File: config.mk
export PLATFORM = sky130hd
export DESIGN_NAME = uart_rx_inport
export DESIGN_NICKNAME = d
export VERILOG_FILES = /design/src/rtl/uart_rx_inport_pkg.sv /design/src/rtl/uart_rx_inport_byte_fifo.sv /design/src/rtl/uart_rx_inport.sv
export SDC_FILE = /design/constraint.sdc
export NUM_CORES = 1
export LEC_CHECK = 0
export CAP_MARGIN = 20
export CORE_UTILIZATION = 50
export CTS_CLUSTER_SIZE = 30
export DETAILED_ROUTE_END_ITERATION = 12
export PLACE_DENSITY_LB_ADDON = 0.2
export SLEW_MARGIN = 20
export SYNTH_ARGS = -nofsm -noshare
export SYNTH_HDL_FRONTEND = slang
export SYNTH_SLANG_ARGS = --single-unit
File: constraint.sdc
create_clock -name clk -period 3.8 [get_ports clk]
set_clock_uncertainty 0.1 [all_clocks]
set_input_delay 0.38 -clock clk [delete_from_list [all_inputs] [get_ports clk]]
set_output_delay 0.38 -clock clk [all_outputs]
set_load 0.02 [all_outputs]
File: src/rtl/uart_rx_inport_pkg.sv
// Shared definitions for the UART receive input port: default port IDs,
// status word bit positions and the status word packing helper.
package uart_rx_inport_pkg;

    // Default PORT_ID assignments on the Tramelblaze input bus
    localparam logic [15:0] RX_PORT_ID   = 16'h0000;
    localparam logic [15:0] STAT_PORT_ID = 16'h0001;

    // Status word bit positions
    localparam int ST_NEMPTY  = 0;
    localparam int ST_FULL    = 1;
    localparam int ST_OVF     = 2;
    localparam int ST_FERR    = 3;
    localparam int ST_PERR    = 4;
    localparam int ST_CNT_LSB = 8;
    localparam int ST_CNT_W   = 8;

    // Sticky receive error flags, cleared together by a status read
    typedef struct packed {
        logic perr;
        logic ferr;
        logic ovf;
    } sticky_t;

    // Assemble the 16-bit status word; count arrives already zero-extended
    function automatic logic [15:0] pack_status(
        input logic [ST_CNT_W-1:0] cnt,
        input sticky_t             flags,
        input logic                full,
        input logic                nempty
    );
        logic [15:0] st;
        st                           = '0;
        st[ST_NEMPTY]                = nempty;
        st[ST_FULL]                  = full;
        st[ST_OVF]                   = flags.ovf;
        st[ST_FERR]                  = flags.ferr;
        st[ST_PERR]                  = flags.perr;
        st[ST_CNT_LSB +: ST_CNT_W]   = cnt;
        return st;
    endfunction

endpackage

File: src/rtl/uart_rx_inport_byte_fifo.sv
// Byte FIFO for received UART characters. A push into a full FIFO is only
// accepted when a pop frees a slot in the same cycle; a pop on an empty FIFO
// is ignored. Storage is not reset, only pointers and occupancy.
module uart_rx_inport_byte_fifo #(
    parameter int DEPTH = 8,
    parameter int AW    = 3
) (
    input  logic          clk,
    input  logic          reset,
    input  logic [7:0]    wdata_i,
    input  logic          push_i,
    input  logic          pop_i,
    output logic [7:0]    rdata_o,
    output logic          full_o,
    output logic          empty_o,
    output logic [AW:0]   count_o,
    output logic          push_acc_o
);

    localparam logic [AW:0] CNT_FULL = (AW+1)'(DEPTH);

    logic [7:0]    mem_q [DEPTH];
    logic [AW-1:0] wr_ptr_q, wr_ptr_d;
    logic [AW-1:0] rd_ptr_q, rd_ptr_d;
    logic [AW:0]   count_q,  count_d;
    logic          full, empty;
    logic          push_acc, pop_acc;

    // Accept/decline decisions and next pointer/occupancy values
    always_comb begin
        full     = (count_q == CNT_FULL);
        empty    = (count_q == '0);
        pop_acc  = pop_i & ~empty;
        push_acc = push_i & (~full | pop_acc);

        wr_ptr_d = wr_ptr_q;
        rd_ptr_d = rd_ptr_q;
        count_d  = count_q;
        if (push_acc) begin
            wr_ptr_d = wr_ptr_q + AW'(1);
        end
        if (pop_acc) begin
            rd_ptr_d = rd_ptr_q + AW'(1);
        end
        case ({push_acc, pop_acc})
            2'b10:   count_d = count_q + (AW+1)'(1);
            2'b01:   count_d = count_q - (AW+1)'(1);
            default: count_d = count_q;
        endcase
    end

    // Pointer and occupancy registers; reset empties the FIFO
    always_ff @(posedge clk) begin
        if (reset) begin
            wr_ptr_q <= '0;
            rd_ptr_q <= '0;
            count_q  <= '0;
        end else begin
            wr_ptr_q <= wr_ptr_d;
            rd_ptr_q <= rd_ptr_d;
            count_q  <= count_d;
        end
    end

    // Storage write for accepted bytes
    always_ff @(posedge clk) begin
        if (push_acc) begin
            mem_q[wr_ptr_q] <= wdata_i;
        end
    end

    assign rdata_o    = mem_q[rd_ptr_q];
    assign full_o     = full;
    assign empty_o    = empty;
    assign count_o    = count_q;
    assign push_acc_o = push_acc;

endmodule

File: src/rtl/uart_rx_inport.sv
// Tramelblaze input-side UART port: queues received bytes, keeps sticky
// receive error flags, serves data/status on IN_PORT with one cycle of
// latency and raises a level interrupt cleared by INTERRUPT_ACK.
module uart_rx_inport #(
    parameter int          DEPTH        = 8,
    parameter int          AW           = 3,
    parameter logic [15:0] RX_PORT_ID   = uart_rx_inport_pkg::RX_PORT_ID,
    parameter logic [15:0] STAT_PORT_ID = uart_rx_inport_pkg::STAT_PORT_ID
) (
    input  logic        clk,
    input  logic        reset,
    input  logic [7:0]  rx_data,
    input  logic        rx_rdy,
    input  logic        rx_ferr,
    input  logic        rx_perr,
    input  logic [15:0] port_id,
    input  logic        read_strobe,
    input  logic        interrupt_ack,
    output logic [15:0] in_port,
    output logic        interrupt
);

    import uart_rx_inport_pkg::*;

    logic [7:0]  fifo_rdata;
    logic        fifo_full;
    logic        fifo_empty;
    logic [AW:0] fifo_count;
    logic        push_acc;

    logic        sel_rx, sel_stat;
    logic        pop_req, clr_req, drop;

    sticky_t     flags_q, flags_d;
    logic        irq_q, irq_d;
    logic [15:0] in_port_q, in_port_d;

    uart_rx_inport_byte_fifo #(
        .DEPTH (DEPTH),
        .AW    (AW)
    ) u_fifo (
        .clk        (clk),
        .reset      (reset),
        .wdata_i    (rx_data),
        .push_i     (rx_rdy),
        .pop_i      (pop_req),
        .rdata_o    (fifo_rdata),
        .full_o     (fifo_full),
        .empty_o    (fifo_empty),
        .count_o    (fifo_count),
        .push_acc_o (push_acc)
    );

    // Port decode, sticky flag and interrupt next-state; sets beat clears
    always_comb begin
        sel_rx   = (port_id == RX_PORT_ID);
        sel_stat = (port_id == STAT_PORT_ID);
        pop_req  = read_strobe & sel_rx;
        clr_req  = read_strobe & sel_stat;
        drop     = rx_rdy & ~push_acc;

        flags_d.ovf  = drop              | (flags_q.ovf  & ~clr_req);
        flags_d.ferr = (rx_rdy & rx_ferr) | (flags_q.ferr & ~clr_req);
        flags_d.perr = (rx_rdy & rx_perr) | (flags_q.perr & ~clr_req);

        if (push_acc) begin
            irq_d = 1'b1;
        end else if (interrupt_ack) begin
            irq_d = 1'b0;
        end else begin
            irq_d = irq_q;
        end
    end

    // Read mux: what IN_PORT will show next cycle for the current PORT_ID
    always_comb begin
        in_port_d = 16'h0000;
        if (sel_rx) begin
            if (!fifo_empty) begin
                in_port_d = {8'h00, fifo_rdata};
            end
        end else if (sel_stat) begin
            in_port_d = pack_status(ST_CNT_W'(fifo_count), flags_q,
                                    fifo_full, ~fifo_empty);
        end
    end

    // Control and output registers
    always_ff @(posedge clk) begin
        if (reset) begin
            flags_q   <= '0;
            irq_q     <= 1'b0;
            in_port_q <= 16'h0000;
        end else begin
            flags_q   <= flags_d;
            irq_q     <= irq_d;
            in_port_q <= in_port_d;
        end
    end

    assign in_port   = in_port_q;
    assign interrupt = irq_q;

endmodule

==> results of run 1 <==
[state kept, by name, indices dropped and copies added (netlist names), named ones only]
name	flops
u_fifo.count_o	4
flags_q	3
u_fifo.rd_ptr_q	3
interrupt	1
in_port	12
u_fifo.mem_q	64
u_fifo.wr_ptr_q	3
[worst register-to-register path, cell delays in order, from the launching register on]
cell	delay [ps]
dfxtp_1	400
nor4b_1	710
o21ai_4	180
nand2_4	160
ha_1	250
xor2_1	170
ha_1	160
a21oi_1	50
xor2_1	160
or3_1	300
a21oi_1	140
[cell families (layout without fill, tap and decap cells)]
group / Yosys count / count (layout) / synth area share, %
flops: 93 / 93 / 66.7
simple gates: 73 / 73 / 12.1
mux: 28 / 28 / 13.1
compound gates: 15 / 15 / 2.67
buf+inv: 15 / 69 / 2.30
xor+xnor: 6 / 6 / 1.40
fa+ha+maj: 5 / 5 / 1.67
other cells: 1 / 4 / 0.100
[worst max-delay path by stage]
stage | slack (ps) | cells after the start | end | start
after global placement | 620 | 12 | u_fifo.count_o[2]$_SDFFE_PP0P_ | port_id[13]
final | 930 | 12 | u_fifo.count_o[2]$_SDFFE_PP0P_ | port_id[13]
after floorplan | 1220 | 11 | u_fifo.count_o[2]$_SDFFE_PP0P_ | port_id[13]
after CTS | 920 | 12 | u_fifo.count_o[2]$_SDFFE_PP0P_ | port_id[9]
after detailed placement | 570 | 12 | u_fifo.count_o[2]$_SDFFE_PP0P_ | port_id[9]
after global routing | 700 | 10 | u_fifo.count_o[2]$_SDFFE_PP0P_ | u_fifo.count_o[0]$_SDFFE_PP0P_
[power breakdown]
group | total (mW) | switching [mW] | internal [mW]
Sequential | 1.12 | 0.0131 | 1.10
Clock | 0.600 | 0.352 | 0.247
Combinational | 0.113 | 0.0547 | 0.0584
[stage by stage]
stage               hold slack (ps)  area (um^2)  util [%]  setup slack [ps]  total power [mW]
finish                          374         4480      61.8               930              1.83
global route                    404         4480      61.8               696              1.90
CTS                             379         4480      61.8               922              1.84
detailed placement              366         4300      59.3               569              1.25
global placement                381         4300      59.3               622              1.25
floorplan                       355         3760         -              1220              1.19
[layout make-up]
| type | instances | area (um^2) | area share [%] |
|---|---|---|---|
| clock buffers | 9 | 124 | 2.76 |
| clock inverters | 7 | 55.1 | 1.23 |
| inverters | 1 | 3.75 | 0.0838 |
| multi-input cells | 131 | 1170 | 26.2 |
| flip-flops and latches | 93 | 2500 | 55.9 |
| well taps | 99 | 124 | 2.76 |
| repair buffers | 52 | 498 | 11.1 |
[cells in the mapped netlist (3+ instances only)]
cell type / instances / area, um^2
dfxtp_1: 29 / 581
mux4_2: 16 / 360
a21oi_1: 6 / 30.0
nor2_1: 24 / 90.1
nor2b_1: 4 / 25.0
buf_2: 3 / 15.0
nand2b_1: 6 / 37.5
edfxtp_1: 64 / 1920
nand2_1: 6 / 22.5
and2_1: 4 / 25.0
nor3_1: 6 / 30.0
mux2i_1: 10 / 100
o21ai_0: 3 / 15.0
ha_1: 5 / 62.6
xor2_1: 4 / 35.0
clkbuf_1: 5 / 18.8
buf_4: 5 / 37.5
[routing by layer]
metal  part of all wire (%)  wire length [um]
met3                    3.3               219
met1                     46              3010
met4                   0.81                53
met5                      0                 0
met2                     50              3270
==> results by group, run 1 <==
Floorplan
  – Total I/O pin count: 48
  – Die Width: just under 90 um
  – Die height: 88.6 um
  – Total Die Area: 7850 um^2
  – Starting Density: a little over 50%
  – CORE AREA: 7250 um^2
  – # rows: 31

Global routing
  – Met1 GRT Util: approximately 24%
  – GR peak layer: met2
  – Met2 GRT Util: 30.8%
  – Initial antenna violation count: 0
  – Largest net degree at the start of global routing: 21
  – First-pass GRT wire length: 10400 um
  – Vias in the first global route: about 2k
  – Met3 GRT Util: between 5 and 6%
  – Grt total ovfl: 0
  – Total track usage: 18.6%

Clock network
  – CTS resizes: 0
  – Root Driver: clkbuf_8
  – Clock transition at the registers of the reported paths: roughly 90 ps
  – Clk buf depth: 2
  – CTS buffer count: 9
  – Worst-Skew Late Latency: about 350 ps
  – Clock sinks: 93
  – Postcts setup bufs: 0
  – Hold buffers post-CTS: 0
  – CTS H-tree depth: 3
  – CTS tree: built

STA
  – Fmax: 348 MHz
  – Worst-margin pin slew: between 800 and 900 ps
  – Worst slew margin: between 40 and 50%
  – Final-report hold violation count: 0
  – RSZ-0062 raised after global routing: false
  – Final min period: 2870 ps
  – Setup TNS: 0 ps
  – Max Slew Vio Count: 0
  – Final setup violation count: 0
  – Final period utilization: 75.5%

Worst setup path
  – Critical Path End Type: flip-flop
  – Critical path fanouts, max: 5
  – RR Endpoint: u_fifo.count_o[2]$_SDFFE_PP0P_
  – Crit-path slowest cell: clkdlybuf4s50_1
  – Critical Path RT: 3980 ps
  – CP Class: in -> reg
  – Critical path arrival: just over 3000 ps
  – Register-to-register setup slack: around 940 ps
  – Worst-path cell chain: clkdlybuf4s50_1, nor4_2, nand3_2, o21ai_4, nand2_4, ha_1, xor2_1, ha_1, a21oi_1, xor2_1, or3_1, a21oi_1
  – CP bufs+invs: 1
  – Reg-to-Reg Start: u_fifo.count_o[0]$_SDFFE_PP0P_
  – Max incr delay on CP: ~410 ps
  – Reg2Reg Depth: 10
  – Startpoint types: primary input
  – CP delay by family, top: simple AND/OR/NAND/NOR gates

Yosys
  – Yosys cell types: 45
  – Post-synthesis cell count: 236
  – Number of synthesized flops with an enable pin: 64
  – Seq cells post-synth: 93
  – Synth async-reset ratio: 0%
  – Dominant synthesized flop cell: edfxtp_1
  – Sequential area share after synthesis: 66.7%
  – Synth warn: 0
  – Mapped cell area: 3750 um^2
  – Syn Area/Cell: 15.9 um^2

Run status
  – Status: finished, final reports clean

Layout
  – Number of fill cells: 546
  – Fraction of layout cells with a size suffix above 1: between 10% and 20%
  – Diodes inserted: 0
  – NumNets Final: between 300 and 400
  – Commonest non-fill, non-tap cell in the layout: edfxtp_1
  – Area Overhead vs Synth: 19.4%
  – Most frequent cells in the layout: edfxtp_1, clkdlybuf4s50_1, dfxtp_1, nor2_1, mux4_2
  – Non-filler cells in the finished layout: 392

Place
  – Detailed Place HPWL: approximately 4600 um
  – Port Buffer Count: 43
  – Final GP Congestion: 0.738
  – Placed cell count: 376

Power and ir drop
  – Pleak: 1.48 nW
  – PD cells: 408 nW/um^2
  – IR drop worst, VDD: 0.330 mV

Drt
  – Via Count: roughly 2.1k
  – TritonRoute pass-1 iters: 4
  – Post-Route WL: ~6600 um
  – DRT iter0 DRCs: 121
  – DRC viols: 0
  – DR WL/cell: 16.7 um
  – Routed Antenna Nets: 0
  – DR vias/cell: around 5.3

Hold path
  – Worst Hold Launch: interrupt$_SDFFE_PP0P_
  – Hold Path Depth: 2
  – Hold path endpoint: interrupt$_SDFFE_PP0P_
  – HP Class: reg -> reg

Job
  – Max Cap Viol: 0
Note: power is estimated with default switching activity, not from simulation.
==> inputs of run 2 (changes only) <==
==> constraint.sdc (replaced) <==
create_clock -name clk -period 2.95 [get_ports clk]
set_clock_uncertainty 0.1 [all_clocks]
set_input_delay 0.295 -clock clk [delete_from_list [all_inputs] [get_ports clk]]
set_output_delay 0.295 -clock clk [all_outputs]
set_load 0.02 [all_outputs]
==> run 2 against run 1 <==
Net effect:
- die area unchanged
- via count up 4.0%
- clock-buffer cell count increased by 1
- final cell count up 3.8%
- worst hold slack improved by 0.72 ps
- wire length grew 5.4%
- register-to-register slack worse by 570 ps
- sequential power grew 28%
- combinational power up 42%
- non-clock buffer count grew 15
- critical path type is now reg -> reg
- largest power group unchanged
==> results by group, run 2 (same netlist as run 1, synthesis figures left out) <==
Clock network
  – Worst-Skew Late Latency: 350 ps
  – CTS H-tree depth: 3
  – CTS tree: built
  – Clk buf depth: 2
  – Root Driver: clkbuf_8
  – CTS buffer count: 9
  – CTS resizes: 0
  – Clock transition at the registers of the reported paths: 90 ps
  – Postcts setup bufs: 0
  – Hold buffers post-CTS: 0
  – Clock sinks: 93

Floorplan
  – Total I/O pin count: 48
  – CORE AREA: 7250 um^2
  – Starting Density: approximately half
  – Die Width: just under 90 um
  – Die height: just under 90 um
  – # rows: 31
  – Total Die Area: about 7900 um^2

Place
  – Port Buffer Count: 43
  – Detailed Place HPWL: between 4000 and 5000 um
  – Final GP Congestion: about 0.73
  – Dpl cell area: 4410 um^2

STA
  – Worst-margin pin slew: around 570 ps
  – Final min period: ~2600 ps
  – Max Slew Vio Count: 0
  – Final-report hold violation count: 0
  – Final period utilization: between 80 and 90%
  – Worst slew margin: ~62%
  – RSZ-0062 raised after global routing: false
  – Fmax: 388 MHz
  – Setup TNS: 0 ps
  – Final setup violation count: 0

Layout
  – Commonest non-fill, non-tap cell in the layout: edfxtp_1
  – Max reg flops: 64
  – Fin area: ~4600 um^2
  – Top reg by flops: u_fifo.mem_q
  – Diodes inserted: 0
  – Fraction of layout cells with a size suffix above 1: 23.1%
  – Most frequent cells in the layout: edfxtp_1, clkdlybuf4s50_1, dfxtp_1, nor2_1, buf_4
  – NumNets Final: 339
  – Area Overhead vs Synth: 23.3%

Global routing
  – Largest net degree at the start of global routing: 21
  – Vias in the first global route: 2093
  – Initial antenna violation count: 0
  – First-pass GRT wire length: 10800 um
  – Grt total ovfl: 0
  – Total track usage: between 10% and 20%

Worst setup path
  – Critical path arrival: 2770 ps
  – Critical path fanouts, max: 6
  – CP Class: reg -> reg
  – Register-to-register setup slack: between 300 and 400 ps
  – RR Endpoint: u_fifo.count_o[2]$_SDFFE_PP0P_
  – Reg-to-Reg Start: u_fifo.count_o[3]$_SDFFE_PP0P_
  – Startpoint types: flip-flop
  – Reg2Reg Depth: 11
  – Critical Path RT: 3150 ps
  – Critical Path End Type: flip-flop

Drt
  – Routed Antenna Nets: 0
  – DRT iter0 DRCs: 86
  – Wl on met1: 2900 um
  – WL met2: 3690 um
  – DRC viols: 0
  – Top Metal Used: met4
  – Via Count: between 2k and 2.5k
  – DR WL/cell: between 15 and 20 um
  – Met3 wire len: 225 um
  – Post-Route WL: 6910 um
  – DR vias/cell: around 5.3
  – TritonRoute pass-1 iters: 4

Hold path
  – Worst Hold Launch: interrupt$_SDFFE_PP0P_
  – HP Class: reg -> reg
  – Hold path endpoint: interrupt$_SDFFE_PP0P_
  – Hold Path Depth: 2

Run status
  – Status: finished, final reports clean

Power and ir drop
  – PD cells: 538 nW/um^2
  – Pleak: 1.57 nW
  – IR drop worst, VDD: 0.422 mV

Job
  – Max Cap Viol: 0
## run 2: changes by cell type in the layout (fill, tap and decap cells not counted), sizes merged
cell / before / now
buf: 9 / 24
inv: 6 / 4
bufinv: 0 / 1
clkbuf: 9 / 10
## run 2: layer usage
| metal | track usage, % | vias up |
|---|---|---|
| met1 | 24.1 | 1105 |
| met2 | 33.8 | 48 |
| met5 | 0 | - |
| met4 | 7.92 | 0 |
| li1 | - | 1013 |
| met3 | 3.64 | 11 |
## run 2: worst max path at each step
stage	from	to	slack, ps	depth (start not counted)
2_1_floorplan	u_fifo.count_o[2]$_SDFFE_PP0P_	u_fifo.count_o[2]$_SDFFE_PP0P_	430	11
3_3_place_gp	port_id[13]	u_fifo.count_o[2]$_SDFFE_PP0P_	80	12
3_5_place_dp	port_id[13]	u_fifo.count_o[2]$_SDFFE_PP0P_	40	12
4_1_cts	u_fifo.count_o[3]$_SDFFE_PP0P_	u_fifo.count_o[2]$_SDFFE_PP0P_	360	11
5_1_grt	u_fifo.count_o[3]$_SDFFE_PP0P_	u_fifo.count_o[2]$_SDFFE_PP0P_	250	11
6_report	u_fifo.count_o[3]$_SDFFE_PP0P_	u_fifo.count_o[2]$_SDFFE_PP0P_	370	11
## run 2: area by class of cell
cell class	instances	area (um^2)
fillers	529	2630
flip-flops and latches	93	2500
multi-input cells	131	1170
repair buffers	67	611
clock buffers	10	138
well taps	99	124
clock inverters	6	75.1
inverters	1	3.75
## run 2: critical path: stages, from the launching register on
cell,delay [ps]
dfxtp_1,360
or4_4,570
nand3b_4,110
buf_4,140
nor2_2,50
ha_1,190
xor2_1,150
ha_1,170
a21oi_1,140
xor2_1,90
or3_1,310
a21oi_1,130
## run 2: per-stage QoR
step	hold slack [ps]	power, mW	util, %	std cells	setup slack, ps
CTS	384	2.51	63.8	407	365
global route	420	2.57	63.8	407	249
floorplan	294	1.54	-	239	430
finish	375	2.49	63.8	407	374
global placement	361	1.62	60.9	391	80.7
detailed placement	371	1.62	60.9	391	37.7
## run 2: report_power, final
part           internal, mW  switching, mW  leakage (nW)  total [mW]
clock                 0.428          0.467         0.105       0.895
sequential             1.42         0.0112         0.816        1.43
combinational        0.0823         0.0773         0.647       0.160
